### config.mk
export PLATFORM = sky130hd
export DESIGN_NAME = wave_loader_flat
export DESIGN_NICKNAME = d
export VERILOG_FILES = /design/src/rtl/wave_loader_if.sv /design/src/rtl/wave_loader.sv /design/src/flat_wrapper.sv
export SDC_FILE = /design/constraint.sdc
export NUM_CORES = 1
export LEC_CHECK = 0
export ABC_AREA = 1
export CORE_MARGIN = 2
export CORE_UTILIZATION = 54
export CTS_CLUSTER_SIZE = 20
export DETAILED_ROUTE_END_ITERATION = 8
export GPL_TIMING_DRIVEN = 0
export MAX_ROUTING_LAYER = met4
export PLACE_DENSITY_LB_ADDON = 0.08
export SYNTH_ARGS = -nofsm -noshare
export SYNTH_HDL_FRONTEND = slang
export SYNTH_SLANG_ARGS = --single-unit
### constraint.sdc
create_clock -name clk -period 4.37 [get_ports clk]
set_input_delay 0.437 -clock clk [delete_from_list [all_inputs] [get_ports clk]]
set_output_delay 0.437 -clock clk [all_outputs]
set_load 0.01 [all_outputs]
### src/rtl/wave_loader_if.sv
// Stream-in / RAM-write bundle for wave_loader: the slave modport is the loader,
// the master modport is the byte source and waveform RAM side.
interface wave_loader_if #(
  parameter int ADDR_WIDTH = 12
) ();
  // Handshake: a byte moves on a rising clk edge where s_valid_i and s_ready_o are
  // both high; the source holds s_data_i stable while s_valid_i is high and unaccepted.
  logic [7:0]            s_data_i;
  logic                  s_valid_i;
  logic                  s_ready_o;
  logic [7:0]            wave_data_o;
  logic [ADDR_WIDTH-1:0] wave_addr_o;
  logic                  wave_load_en_o;
  logic [1:0]            dbg_state;

  modport master (
    output s_data_i, s_valid_i,
    input  s_ready_o, wave_data_o, wave_addr_o, wave_load_en_o, dbg_state
  );

  modport slave (
    input  s_data_i, s_valid_i,
    output s_ready_o, wave_data_o, wave_addr_o, wave_load_en_o, dbg_state
  );
endinterface

### src/rtl/wave_loader.sv
// Byte-stream loader for the NCO waveform RAM: writes len bytes at addresses 0..len-1.
// Optional trailer checksum check enabled by defining WAVE_LOADER_CSUM_EN.
module wave_loader #(
  parameter int ADDR_WIDTH     = 12,
  parameter int DEPTH          = 4096,
  parameter int TIMEOUT_CYCLES = 5000000
) (
  input  logic                  clk,
  input  logic                  rst,
  input  logic                  start_i,
  input  logic [ADDR_WIDTH:0]   load_len_i,
  wave_loader_if.slave          bus,
  output logic                  nco_hold_o,
  output logic                  busy_o,
  output logic                  done_o,
  output logic [1:0]            err_code_o
);

  localparam int CW = ADDR_WIDTH + 1;
  localparam int TW = $clog2(TIMEOUT_CYCLES + 1);
  localparam logic [TW-1:0] IDLE_LAST = TW'(TIMEOUT_CYCLES - 1);

  typedef enum logic [1:0] {
    S_IDLE = 2'd0,
    S_LOAD = 2'd1,
    S_CSUM = 2'd2,
    S_DONE = 2'd3
  } state_t;

  state_t                state_q, state_d;
  logic [CW-1:0]         len_q, len_d;
  logic [CW-1:0]         cnt_q, cnt_d;
  logic [TW-1:0]         idle_q, idle_d;
  logic [7:0]            data_q, data_d;
  logic [ADDR_WIDTH-1:0] addr_q, addr_d;
  logic                  load_en_q, load_en_d;
  logic                  ready_q, ready_d;
  logic                  busy_q, busy_d;
  logic                  done_q, done_d;
  logic [1:0]            err_q, err_d;
  logic                  xfer;
`ifdef WAVE_LOADER_CSUM_EN
  logic [7:0]            sum_q, sum_d;
`endif

  assign xfer = ready_q & bus.s_valid_i;

  always_comb begin
    state_d   = state_q;
    len_d     = len_q;
    cnt_d     = cnt_q;
    idle_d    = idle_q;
    data_d    = data_q;
    addr_d    = addr_q;
    err_d     = err_q;
    load_en_d = 1'b0;
    done_d    = 1'b0;
`ifdef WAVE_LOADER_CSUM_EN
    sum_d     = sum_q;
`endif
    case (state_q)
      S_IDLE: begin
        if (start_i) begin
          if (load_len_i != '0 && load_len_i <= CW'(DEPTH)) begin
            len_d   = load_len_i;
            cnt_d   = '0;
            err_d   = 2'd0;
            state_d = S_LOAD;
`ifdef WAVE_LOADER_CSUM_EN
            sum_d   = 8'd0;
`endif
          end else begin
            err_d = 2'd1;
          end
        end
      end
      S_LOAD: begin
        if (xfer) begin
          load_en_d = 1'b1;
          addr_d    = cnt_q[ADDR_WIDTH-1:0];
          data_d    = bus.s_data_i;
          cnt_d     = cnt_q + CW'(1);
          idle_d    = '0;
`ifdef WAVE_LOADER_CSUM_EN
          sum_d     = sum_q + bus.s_data_i;
`endif
          // Count is one bit wider than the address so len==DEPTH terminates cleanly.
          if (cnt_q + CW'(1) == len_q) begin
`ifdef WAVE_LOADER_CSUM_EN
            state_d = S_CSUM;
`else
            state_d = S_DONE;
            done_d  = 1'b1;
`endif
          end
        end else if (idle_q == IDLE_LAST) begin
          err_d   = 2'd2;
          state_d = S_IDLE;
        end else begin
          idle_d = idle_q + TW'(1);
        end
      end
`ifdef WAVE_LOADER_CSUM_EN
      S_CSUM: begin
        if (xfer) begin
          // Trailer byte closes the sum to zero; it is never written to RAM.
          if (8'(sum_q + bus.s_data_i) == 8'd0) begin
            state_d = S_DONE;
            done_d  = 1'b1;
          end else begin
            err_d   = 2'd3;
            state_d = S_IDLE;
          end
        end else if (idle_q == IDLE_LAST) begin
          err_d   = 2'd2;
          state_d = S_IDLE;
        end else begin
          idle_d = idle_q + TW'(1);
        end
      end
`endif
      S_DONE: state_d = S_IDLE;
      default: state_d = S_IDLE;
    endcase
    if (state_d != state_q) idle_d = '0;
    ready_d = (state_d == S_LOAD) || (state_d == S_CSUM);
    busy_d  = (state_d != S_IDLE);
  end

  always_ff @(posedge clk) begin
    if (rst) begin
      state_q   <= S_IDLE;
      len_q     <= '0;
      cnt_q     <= '0;
      idle_q    <= '0;
      data_q    <= '0;
      addr_q    <= '0;
      load_en_q <= 1'b0;
      ready_q   <= 1'b0;
      busy_q    <= 1'b0;
      done_q    <= 1'b0;
      err_q     <= 2'd0;
`ifdef WAVE_LOADER_CSUM_EN
      sum_q     <= 8'd0;
`endif
    end else begin
      state_q   <= state_d;
      len_q     <= len_d;
      cnt_q     <= cnt_d;
      idle_q    <= idle_d;
      data_q    <= data_d;
      addr_q    <= addr_d;
      load_en_q <= load_en_d;
      ready_q   <= ready_d;
      busy_q    <= busy_d;
      done_q    <= done_d;
      err_q     <= err_d;
`ifdef WAVE_LOADER_CSUM_EN
      sum_q     <= sum_d;
`endif
    end
  end

  assign bus.s_ready_o      = ready_q;
  assign bus.wave_data_o    = data_q;
  assign bus.wave_addr_o    = addr_q;
  assign bus.wave_load_en_o = load_en_q;
  assign bus.dbg_state      = state_q;
  assign nco_hold_o         = busy_q;
  assign busy_o             = busy_q;
  assign done_o             = done_q;
  assign err_code_o         = err_q;

endmodule

### src/flat_wrapper.sv
// flat-port wrapper written by rule: the top's interface ports become plain ports
module wave_loader_flat 
#(
  parameter int ADDR_WIDTH     = 12,
  parameter int DEPTH          = 4096,
  parameter int TIMEOUT_CYCLES = 5000000
)
  (clk, rst, start_i, load_len_i, nco_hold_o, busy_o, done_o, err_code_o, bus_s_data_i, bus_s_valid_i, bus_s_ready_o, bus_wave_data_o, bus_wave_addr_o, bus_wave_load_en_o, bus_dbg_state);
  wave_loader_if #(.ADDR_WIDTH(ADDR_WIDTH)) bus_i ();
  input  logic clk;
  input  logic rst;
  input  logic start_i;
  input  logic [ADDR_WIDTH:0] load_len_i;
  output logic nco_hold_o;
  output logic busy_o;
  output logic done_o;
  output logic [1:0] err_code_o;
  input wire logic [$bits(bus_i.s_data_i)-1:0] bus_s_data_i;
  input wire logic [$bits(bus_i.s_valid_i)-1:0] bus_s_valid_i;
  output wire logic [$bits(bus_i.s_ready_o)-1:0] bus_s_ready_o;
  output wire logic [$bits(bus_i.wave_data_o)-1:0] bus_wave_data_o;
  output wire logic [$bits(bus_i.wave_addr_o)-1:0] bus_wave_addr_o;
  output wire logic [$bits(bus_i.wave_load_en_o)-1:0] bus_wave_load_en_o;
  output wire logic [$bits(bus_i.dbg_state)-1:0] bus_dbg_state;
  assign bus_i.s_data_i = bus_s_data_i;
  assign bus_i.s_valid_i = bus_s_valid_i;
  assign bus_s_ready_o = bus_i.s_ready_o;
  assign bus_wave_data_o = bus_i.wave_data_o;
  assign bus_wave_addr_o = bus_i.wave_addr_o;
  assign bus_wave_load_en_o = bus_i.wave_load_en_o;
  assign bus_dbg_state = bus_i.dbg_state;
  wave_loader #(.ADDR_WIDTH(ADDR_WIDTH), .DEPTH(DEPTH), .TIMEOUT_CYCLES(TIMEOUT_CYCLES)) u_core (.clk(clk), .rst(rst), .start_i(start_i), .load_len_i(load_len_i), .bus(bus_i), .nco_hold_o(nco_hold_o), .busy_o(busy_o), .done_o(done_o), .err_code_o(err_code_o));
endmodule
==> reports/qor.txt <==
outcome -> finished, final reports clean
path depth of the worst reg2reg path -> 15
# port buffers -> 52
pwr/cell area -> 283 nW/um^2
LEAKAGE -> 1.85 nW
worst-margin pin slew -> 544 ps
synthesized cell area -> 4030 sq um
launching element type of the critical path -> primary input
Buffers & Inverters on Critical Path -> 6
Worst EP arrival -> 2770 ps
Syn. warnings -> 0
row count -> 31
die height -> 90.4 microns
CTS Buf Count -> 9
unrepaired setup endpoints after global routing -> false
kind of critical path -> in2reg
most frequent cell after synthesis -> nand2_1
largest net degree at the start of global routing -> 14
Root Driver -> clkbuf_8
clock period minus worst slack -> 2530 ps
Post-Place Setup Slack -> 1460 ps
peak supply drop -> 0.194 mV
sequential cell area fraction in the yosys report -> 38.3%
met1 GRT Util -> 30.5%
CTS H-tree depth -> 3
WHS Path Cells -> 2
Crit path required time -> 4600 ps
HP Class -> in2reg
synthesized area per cell -> 6.63 sq um
area leader, netlist -> dfxtp_1
delay-heaviest family, CP -> buffers and inverters
Post-CTS Resized -> 0
Post-CTS Hold Buffers -> 0
crit end category -> register
EDFF count, synth -> 0
crit-path max cell delay -> 400 ps
first-pass GRT wire length -> 17400 microns
clock slew at reported path FFs -> 90 ps
WL final -> 10100 microns
Synth cell types -> 35
largest cells by area after synthesis -> dfxtp_1, nand2_1, nor2_1
TritonCTS clock tree -> built
skew final -> 10.8 ps
Detailed Place HPWL -> 7780 microns
initial antenna violation count -> 0
core area -> 7250 sq um
final setup violation count -> 0
setup TNS -> 0 ps
total number of vias -> 3980
# clock sinks -> 77
# diodes -> 0
Vias/cell -> 5.14
area growth from synthesis to layout -> 20.6%
vias in the first global route -> 3738
Top Ports -> 54
Slowest-stage cell, CP -> clkdlybuf4s50_1
chip width -> 90.4 microns
crit path cell chain -> clkdlybuf4s50_1, nand2_1, inv_1, nor2_1, nand3_1, or2_1, buf_6, nand2_8, buf_4, nand2_1, inv_1, ha_1, inv_1, nor2_1
Starting Density -> 55.5%
Worst-Skew Late Latency -> 350 ps
global-route usage over all layers -> 27.1%
Synth Instances -> 607
MaxCap Viol Count -> 0
Residual DRC -> 0
Synth Flop Type -> dfxtp_1
CP Max Fanout -> 10
number of routed nets with antenna violations -> 0
stages on the worst setup path -> 14
initial DRC count -> 184
FMAX -> 395 MHz
max-slew violation count -> 0
average routed wire per standard cell -> 13.1 microns
layout cells sized above 1 -> 7.11%
most used routing layer -> met2
Post-layout nets -> 698
Final Cycle Share -> 57.9%
drt pass-1 iters -> 4
routing usage on met3 -> 3.42%
#FFs+latches synth -> 77
top post-synthesis cells by count -> nand2_1, nor2_1, dfxtp_1
global placer's final weighted congestion -> 0.976
Mapped Nets -> 635
critical path's most frequent cell -> inv_1
post-synth top area share -> 38.3%
Max-slew headroom -> 63.8%
asr flop ratio synth -> 0%
met2 GRT Util -> 48.2%
remaining global-route overflow -> 0
clock buffer depth -> 2
Final Hold Violating Endpoints -> 0
postcts setup bufs -> 0
final worst slack -> 1840 ps
Die Area -> 8160 sq um
[cells by family after synthesis]
family | share of synthesized area (%)
simple gates | 36.1
compound gates | 12.2
flops | 38.3
buf+inv | 9.07
xor+xnor | 3.39
fa+ha+maj | 0.932
[worst paths after layout]
check / startpoint / endpoint / slack, ps
hold reg to reg: u_core.len_q[4]$_SDFFE_PP0P_ / u_core.len_q[4]$_SDFFE_PP0P_ / 470
setup / recovery: bus_s_valid_i / u_core.bus.s_ready_o$_SDFF_PP0_ / 1840
setup reg to reg: u_core.idle_q[0]$_SDFFE_PP0P_ / u_core.bus.s_ready_o$_SDFF_PP0_ / 1950
hold / removal: rst / u_core.done_o$_SDFF_PP0_ / 460
[final cells by class]
type,count,area [sq um]
Multi-Input combinational cell,447,2120
Clock buffer,11,151
Tap cell,99,124
Clock inverter,5,33.8
Buffer,22,136
Timing Repair Buffer,52,520
Inverter,61,229
Fill cell,680,2400
Sequential cell,77,1540
[sequential cells by signal, summed over array words and instances, names as in the netlist]
name and cells:
u_core.bus.dbg_state 2, u_core.cnt_q 13, u_core.bus.wave_data_o 8, u_core.bus.wave_load_en_o 1, u_core.bus.wave_addr_o 12, u_core.bus.s_ready_o 1, u_core.busy_o 1, u_core.done_o 1
u_core.len_q 13, u_core.idle_q 23, u_core.err_code_o 2
[routing by layer]
layer | share of wire [%] | wire length [microns]
met1 | 42 | 4310
met5 | 0 | 0
met4 | 3.1 | 313
met3 | 3.2 | 329
met2 | 51 | 5190
[layout by cell type, fill, tap and decap left out, types with 2 or more instances in the layout]
cell	count
clkinvlp_4	2
clkdlybuf4s50_1	52
or2_2	10
nor4_1	4
nand2_2	2
buf_6	5
nor2_2	3
buf_1	2
ha_1	3
nand4_1	8
nand3_1	56
dfxtp_1	77
a21o_1	2
nand3_2	2
clkbuf_1	8
clkinv_2	2
clkbuf_8	11
a21boi_0	2
o21ai_0	51
nor3b_1	2
buf_4	3
nor2_1	108
buf_2	4
xor2_1	12
nand2_1	127
inv_1	59
a21oi_1	39
nor3_1	7
[metrics by stage]
stage	total power, W	cell area (sq um)	cells	utilization, %	hold WS [ps]
CTS	0.00138	4860	774	66.9	458
global route	0.00143	4860	774	66.9	490
floorplan	0.000819	4030	607	-	424
detailed placement	0.000878	4670	758	64.4	453
global placement	0.000876	4670	758	64.4	449
finish	0.00138	4860	774	66.9	465
[where the power goes]
group | internal [W] | switching [W] | leakage [nW]
sequential | 0.000716 | 0.00000829 | 0.624
combinational | 0.0000614 | 0.0000755 | 1.14
clock | 0.000237 | 0.000276 | 0.0917
Power figures use the tool's default switching activity.
==> edit, RTL diff (same flow settings) <==
`TIMEOUT_CYCLES` is set to 5000000 in 2 places; all go to 10000000.
--- a/src/rtl/wave_loader.sv
+++ b/src/rtl/wave_loader.sv
@@ -5,3 +5,3 @@
   parameter int DEPTH          = 4096,
-  parameter int TIMEOUT_CYCLES = 5000000
+  parameter int TIMEOUT_CYCLES = 10000000
 ) (
--- a/src/flat_wrapper.sv
+++ b/src/flat_wrapper.sv
@@ -5,3 +5,3 @@
   parameter int DEPTH          = 4096,
-  parameter int TIMEOUT_CYCLES = 5000000
+  parameter int TIMEOUT_CYCLES = 10000000
 )
Formal check against the unedited RTL: same outputs for any inputs over 4 cycles, from zero or initial values and one cycle with rst high; that may be too few to reach the edited logic, so the function may still have changed.
==> edit against the original RTL <==
  * Total power decreased by 0.72%
  * Count of clock-buffer cells in the layout unchanged
  * Sequential power increased by 1%
  * Routed wire length increased by 9.3%
  * Sequential cell count increased by 1
  * Fmax increased by 0.16%
  * Final area decreased by 1.6%
  * First-iteration DRC count increased by 110%
  * Area after synthesis decreased by 2.0%
  * Clock skew increased by 0.0025 ns
  * Synthesized cell count decreased by 3.5%
  * Setup slack improved by 0.0040 ns
  * Highest routed layer unchanged
==> edit: results <==
{
  "result_of_the_run": "finished clean",
  "yosys-top-cells-count": "sky130_fd_sc_hd__nor2_1 (104), sky130_fd_sc_hd__nand2_1 (103), sky130_fd_sc_hd__dfxtp_1 (78)",
  "yosys_cell_types": 30,
  "synth_compound_gate_area_share_pct": 12.7,
  "power.switching_fraction_pct": 26.4,
  "layout-drive-gt1-share_pct": 4.89,
  "net_count_after_synthesis": 614,
  "first_pass_iters": 5,
  "power.ir.vdd_worst_v": 0.000177,
  "via_per_inst": 5.47,
  "leakage_nw": 1.72,
  "synth_area_leaders": "sky130_fd_sc_hd__dfxtp_1 (40%), sky130_fd_sc_hd__nor2_1 (9.9%), sky130_fd_sc_hd__nand2_1 (9.8%), sky130_fd_sc_hd__nand3_1 (6.5%), sky130_fd_sc_hd__o21ai_0 (6.0%)",
  "hold_path.class": "reg2reg",
  "detail_route.iter0.violations": 378,
  "final_net_count": 678,
  "synth_adder_area_share_pct": 0.951,
  "hpwl_um": 8450,
  "worst_setup_path_startpoint": "load_len_i[4]",
  "globalplace.congestion": 1.03,
  "reg.largest.list": "u_core.idle_q: 24 flops, u_core.cnt_q: 13 flops, u_core.len_q: 13 flops",
  "sequential_fraction_of_the_synthesis_area_pct": 39.6,
  "fmax_mhz": 396,
  "met3_length_um": 833,
  "detail_route.wirelength.met1_um": 5520,
  "synth_xor_area_share_pct": 4.66
}
[edit: logic make-up (layout without fill, tap and decap cells)]
| group | Yosys count | count (layout) |
|---|---|---|
| buf+inv | 81 | 150 |
| simple gates | 306 | 306 |
| fa+ha+maj | 3 | 3 |
| compound gates | 97 | 97 |
| flops | 78 | 78 |
| xor+xnor | 21 | 21 |
[edit: area by class of cell]
type / count / area [um2]
fill: 691 / 2400
multi-input combinational: 427 / 2050
sequential: 78 / 1560
timing repair buffer: 53 / 531
inverter: 60 / 225
clock buffer: 11 / 141
tap: 99 / 124
buffer: 21 / 106
clock inverter: 5 / 35.0
[edit: metrics by stage]
step | total power [mW] | instances | instance area, um2
3_5_place_dp | 0.885 | 738 | 4600
3_3_place_gp | 0.883 | 738 | 4600
2_1_floorplan | 0.821 | 586 | 3950
4_1_cts | 1.37 | 754 | 4780
5_1_grt | 1.41 | 754 | 4780
6_report | 1.37 | 754 | 4780
[edit: critical path, cell delays in order]
cell and delay (ns):
sky130_fd_sc_hd__clkdlybuf4s50_1 0.43, sky130_fd_sc_hd__nor2_1 0.16, sky130_fd_sc_hd__nand2_1 0.10, sky130_fd_sc_hd__nor2_1 0.15, sky130_fd_sc_hd__nand2_1 0.08, sky130_fd_sc_hd__xnor2_1 0.16, sky130_fd_sc_hd__nor2_1 0.28, sky130_fd_sc_hd__inv_1 0.21
sky130_fd_sc_hd__buf_2 0.24, sky130_fd_sc_hd__nand2_1 0.07, sky130_fd_sc_hd__inv_1 0.05, sky130_fd_sc_hd__ha_1 0.28, sky130_fd_sc_hd__inv_1 0.05, sky130_fd_sc_hd__nor2_1 0.03
[edit: power groups by stage]
stage / registers [mW] / clock network, mW / logic [mW]
4_1_cts: 0.734 / 0.503 / 0.135
6_report: 0.734 / 0.495 / 0.136
3_5_place_dp: 0.750 / 0 / 0.135
2_1_floorplan: 0.752 / 0 / 0.0694
3_3_place_gp: 0.750 / 0 / 0.133
5_1_grt: 0.736 / 0.529 / 0.149
[edit: per-layer routing]
| metal | vias up | GRT usage, % |
|---|---|---|
| met2 | 192 | 41.3 |
| met1 | 1891 | 44.9 |
| met4 | 0 | 8.55 |
| met5 | - | - |
| met3 | 13 | 2.77 |
| li1 | 2031 | - |
